<file path="config.mk">
export PLATFORM = sky130hd
export DESIGN_NAME = id_stage
export DESIGN_NICKNAME = d
export VERILOG_FILES = /design/src/rtl/id_stage.sv
export SDC_FILE = /design/constraint.sdc
export NUM_CORES = 1
export LEC_CHECK = 0
export ABC_AREA = 0
export BUFFER_PORTS_ARGS = -buffer_cell sky130_fd_sc_hd__buf_2
export CAP_MARGIN = 20
export CORE_ASPECT_RATIO = 0.5
export CORE_MARGIN = 4
export CORE_UTILIZATION = 34
export CTS_CLUSTER_SIZE = 14
export DETAILED_ROUTE_END_ITERATION = 16
export GPL_TIMING_DRIVEN = 1
export MAX_ROUTING_LAYER = met4
export SLEW_MARGIN = 20
export SYNTH_ARGS = -nofsm -noshare
export SYNTH_HDL_FRONTEND = slang
export SYNTH_SLANG_ARGS = --single-unit
</file>
<file path="constraint.sdc">
create_clock -name clk -period 2.7 [get_ports clk]
set_input_delay 0.27 -clock clk [delete_from_list [all_inputs] [get_ports clk]]
set_output_delay 0.27 -clock clk [all_outputs]
set_load 0.01 [all_outputs]
</file>
<file path="src/rtl/id_stage.sv">
// Decode / operand-fetch stage: splits the instruction, reads and forwards
// operands, resolves hazards into the ID/EX register. Optional ID_FWD_EN.
module id_stage #(
  parameter logic [3:0] LW_OP  = 4'b1000,
  parameter logic [3:0] HLT_OP = 4'b1111
) (
  input  logic        clk,
  input  logic        rst,
  input  logic        if_valid,
  input  logic [15:0] if_instr,
  output logic        if_stall,
  input  logic        flush,
  input  logic        ex_stall,
  output logic [3:0]  rf_rs,
  output logic [3:0]  rf_rt,
  input  logic [15:0] rf_out_rs,
  input  logic [15:0] rf_out_rt,
  input  logic        wb_we,
  input  logic [3:0]  wb_rd,
  input  logic [15:0] wb_data,
  output logic        ex_valid,
  output logic [3:0]  ex_opcode,
  output logic [3:0]  ex_rd,
  output logic [3:0]  ex_rs,
  output logic [3:0]  ex_rt,
  output logic [15:0] ex_a,
  output logic [15:0] ex_b,
  output logic [7:0]  ex_imm,
  output logic        hlt
);

  typedef struct packed {
    logic        valid;
    logic [3:0]  opcode;
    logic [3:0]  rd;
    logic [3:0]  rs;
    logic [3:0]  rt;
    logic [15:0] a;
    logic [15:0] b;
    logic [7:0]  imm;
  } id_ex_t;

  typedef enum logic [2:0] {
    A_NORM,
    A_FLUSH,
    A_HOLD,
    A_HALT,
    A_BUBBLE
  } act_t;

  id_ex_t ex_q;
  logic   hlt_q;
  act_t   act;

  logic [3:0]  op;
  logic [3:0]  rd;
  logic [3:0]  rs;
  logic [3:0]  rt;
  logic        uses_rs;
  logic        uses_rt;
  logic        load_hz;
  logic        raw_hz;
  logic        hz;
  logic [15:0] opa;
  logic [15:0] opb;

  assign op = if_instr[15:12];
  assign rd = if_instr[11:8];
  assign rs = if_instr[7:4];
  assign rt = if_instr[3:0];

  assign rf_rs = rs;
  assign rf_rt = rt;

  assign uses_rs = (op != HLT_OP);
  assign uses_rt = ~op[3];

  assign load_hz = if_valid && ex_q.valid &&
                   ex_q.opcode == LW_OP &&
                   ex_q.rd != 4'd0 &&
                   ((uses_rs && ex_q.rd == rs) ||
                    (uses_rt && ex_q.rd == rt));

`ifdef ID_FWD_EN
  always_comb begin
    opa = rf_out_rs;
    opb = rf_out_rt;
    if (rs == 4'd0)
      opa = 16'h0000;
    else if (wb_we && wb_rd == rs)
      opa = wb_data;
    if (rt == 4'd0)
      opb = 16'h0000;
    else if (wb_we && wb_rd == rt)
      opb = wb_data;
  end

  assign raw_hz = 1'b0;
`else
  assign opa = (rs == 4'd0) ? 16'h0000 : rf_out_rs;
  assign opb = (rt == 4'd0) ? 16'h0000 : rf_out_rt;

  // Without forwarding a same-cycle writeback must land before reading.
  assign raw_hz = if_valid && wb_we && wb_rd != 4'd0 &&
                  ((uses_rs && wb_rd == rs) ||
                   (uses_rt && wb_rd == rt));
`endif

  assign hz = load_hz || raw_hz;

  always_comb begin
    act = A_NORM;
    priority case (1'b1)
      flush:    act = A_FLUSH;
      ex_stall: act = A_HOLD;
      hlt_q:    act = A_HALT;
      hz:       act = A_BUBBLE;
      default:  act = A_NORM;
    endcase
  end

  assign if_stall = (act == A_HOLD) ||
                    (act == A_HALT) ||
                    (act == A_BUBBLE);

  always_ff @(posedge clk or posedge rst) begin
    if (rst) begin
      ex_q  <= '0;
      hlt_q <= 1'b0;
    end else begin
      unique case (act)
        A_FLUSH: ex_q.valid <= 1'b0;
        A_HOLD: begin
          // Held entry must still see results retiring behind it.
          if (ex_q.valid && wb_we && wb_rd != 4'd0) begin
            if (wb_rd == ex_q.rs)
              ex_q.a <= wb_data;
            if (wb_rd == ex_q.rt)
              ex_q.b <= wb_data;
          end
        end
        A_HALT:   ex_q.valid <= 1'b0;
        A_BUBBLE: ex_q.valid <= 1'b0;
        default: begin
          if (if_valid) begin
            ex_q.valid  <= 1'b1;
            ex_q.opcode <= op;
            ex_q.rd     <= rd;
            ex_q.rs     <= rs;
            ex_q.rt     <= rt;
            ex_q.a      <= opa;
            ex_q.b      <= opb;
            ex_q.imm    <= if_instr[7:0];
            if (op == HLT_OP)
              hlt_q <= 1'b1;
          end else begin
            ex_q.valid <= 1'b0;
          end
        end
      endcase
    end
  end

  assign ex_valid  = ex_q.valid;
  assign ex_opcode = ex_q.opcode;
  assign ex_rd     = ex_q.rd;
  assign ex_rs     = ex_q.rs;
  assign ex_rt     = ex_q.rt;
  assign ex_a      = ex_q.a;
  assign ex_b      = ex_q.b;
  assign ex_imm    = ex_q.imm;
  assign hlt       = hlt_q;

endmodule

</file>
==> impl_metrics.toml <==
[run_status]
outcome = "complete, no violations"

[sta]
maxSlewHeadroom_pct = 42.1
finalSetupViolCount = 0
fin_ws_ns = 0.407
tightestPinTransition_ns = 0.868
setup-tns-final_ns = 0
max_freq_mhz = 436
slew_viol_final = 0
fin_crit_sh_pct = 84.9
rsz0062_at_grt = "false"
period_minus_slack_ns = 2.29
finClkSkew_ns = 0.00702
timing.final.hold_violations = 0

[logic_synthesis]
synth_area_per_cell_um2 = 12.8
syn_nets = 296
yosys_warnings = 0
syn-instance-count = 222
synth_top_flop_cell = "dfrtp_1"
yosysSeqAreaShare_pct = 43.9
synth.distinct_cells = 31
syn-cell-area_um2 = 2850
synth_edf_count = 0
synth_seq_cells = 50
postSynth.asyncResetShare_pct = 100

[floorplan]
dieArea_um2 = 10000
ioPinCount = 141
core.rowCount = 23
start_util_pct = 35.2
coreArea_um2 = 8090
die_h_um = 72.7
chipWidth_um = 137

[drt]
wl_per_cell_um = 17.2
first_pass_iters = 4
viasPerCell = 4.95
drc = 0
wl_um = 7910
antenna_left = 0
drt_iter0_drc = 110
vias = 2281

[worst_setup_path]
regToRegEndpoint = "ex_b[8]"
r2r_cells = 8
required_ns = 2.43
end_kind = "output port"
rr_startpoint = "ex_rd[3]"
worst_setup_path_start_kind = "primary input"
criticalPathCategory = "primary input to output port"
cp_max_fo = 5
crit_arrival_ns = 2.02
r2r_setup_slack_ns = 0.47

[global_routing]
grt_usage_pct = 16.4
grt_pass1_vias = 2408
busiest_layer = "met2"
antenna_found_initial = 0
grt_pass1_wl_um = 12400
grt.overflow.total = 0
grtUsageMet3_pct = 3.93
use_met2_pct = 27.4
grt_max_degree = 51
grt_use_met1_pct = 20.0

[final_layout]
syn_to_final_growth_pct = 31.2
drive_gt1_share_pct = 58.7
fillCellCount = 762
multi_input_area_um2 = 1360
seqCellArea_um2 = 1250
nNetsFinal = 422
antennaDiodeCount = 0

[place]
place_ws_ns = 0.119
port_buffers = 140
place_congestion = 0.865
dp_hpwl_um = 6050

[power_and_ir_drop]
power_density_nw_per_um2 = 492
p_leak_uw = 0.00207
ir_drop_v = 0.000270

[clock_tree]
cts.repair.resized = 0
tritoncts = "built"
cts_num_sinks = 50
post-cts-setup-buffers = 0
postCtsHoldBufs = 0
clkTransAtPathRegs_ns = 0.07
cts.htree.levels = 2
clock_tree.root_cell = "clkbuf_16"
cts_buffers = 5
clock_latency_ns = 0.29
clockBufferDepth = 2

[worst_hold_path]
hold_class = "primary input to async pin"

[flow_run]
drv_cap = 0
## critical path: stages
cell and delay, ns:
buf_2 0.16, or4_4 0.56, nand3_2 0.10, nor4_1 0.06, or4_4 0.56, nor2_1 0.14, nor2_1 0.05, buf_2 0.13
## where the power goes
part	switching [uW]	internal, uW
Sequential	13.3	765
Clock	274	532
Combinational	131	123
## metal layers
metal,vias up,routed length (um)
met5,-,0
met4,0,131
met2,64,3960
met1,1146,3360
li1,1058,-
met3,13,456
## cell type report
type / count / share of cell area (%)
timing repair buffer: 149 / 20.9
sequential: 50 / 33.5
clock buffer: 5 / 3.35
clock inverter: 3 / 1.84
inverter: 3 / 0.335
tap: 112 / 3.75
multi-input combinational: 139 / 36.4
## synthesized netlist by cell type, types with 2 or more instances
cell type	number	share of area (%)
mux2_1	9	3.6
or4_4	2	0.79
o21ai_4	2	1.1
nand2_1	2	0.26
mux2_2	19	7.5
mux2_4	20	11
inv_1	3	0.40
nor2_1	5	0.66
dfrtp_1	50	44
xor2_1	19	5.8
nor3_1	2	0.35
nor4_1	8	1.8
a22o_1	32	9.8
nand3_1	3	0.53
buf_12	2	1.4
xnor2_1	5	1.5
buf_6	3	1.2
clkbuf_1	8	1.1
buf_4	16	4.2
## per-stage QoR
stage / hold WS [ns] / cells / power [uW] / util [%] / cell area, um^2
global placement: 0.488 / 453 / 1040 / 43.8 / 3540
CTS: 0.200 / 461 / 1860 / 46.2 / 3740
global route: 0.203 / 461 / 1930 / 46.2 / 3740
detailed placement: 0.491 / 453 / 1050 / 43.8 / 3540
finish: 0.121 / 461 / 1840 / 46.2 / 3740
floorplan: 0.405 / 222 / 936 / - / 2850
## sequential cells by signal (all words and copies together), names as in the netlist
| name | flops |
|---|---|
| ex_imm | 1 |
| ex_b | 16 |
| ex_opcode | 4 |
| ex_rs | 4 |
| ex_rt | 3 |
| hlt | 1 |
| ex_rd | 4 |
| ex_valid | 1 |
| ex_a | 16 |
## layout by cell type, fill, tap and decap left out, drive strengths merged, types with 4 or more instances in the layout
cell,n
xor2,19
xnor2,5
dfrtp,50
buf,149
a22o,32
clkbuf,5
nand3,4
mux2,48
nor2,6
nor4,8
## worst max-delay path by stage
stage / startpoint / end / slack [ns]
after global routing: wb_rd[0] / ex_b[7] / 0.36
final: wb_rd[0] / if_stall / 0.41
after detailed placement: wb_rd[0] / ex_b[2] / 0.12
after floorplan: wb_rd[1] / ex_a[0] / 0.18
after global placement: wb_rd[0] / ex_b[2] / 0.19
after CTS: wb_rd[0] / if_stall / 0.40
## cells by family (layout without fill, tap and decap cells)
logic type	after synthesis	count (layout)	synth area share (%)
buffers and inverters	33	160	8.43
flip-flops	50	50	43.9
AO/OA/AOI/OAI	38	38	12.3
multiplexers	48	48	21.6
AND/OR/NAND/NOR	29	29	6.37
XOR/XNOR	24	24	7.37
No activity file was read; power rests on OpenSTA's default activity.
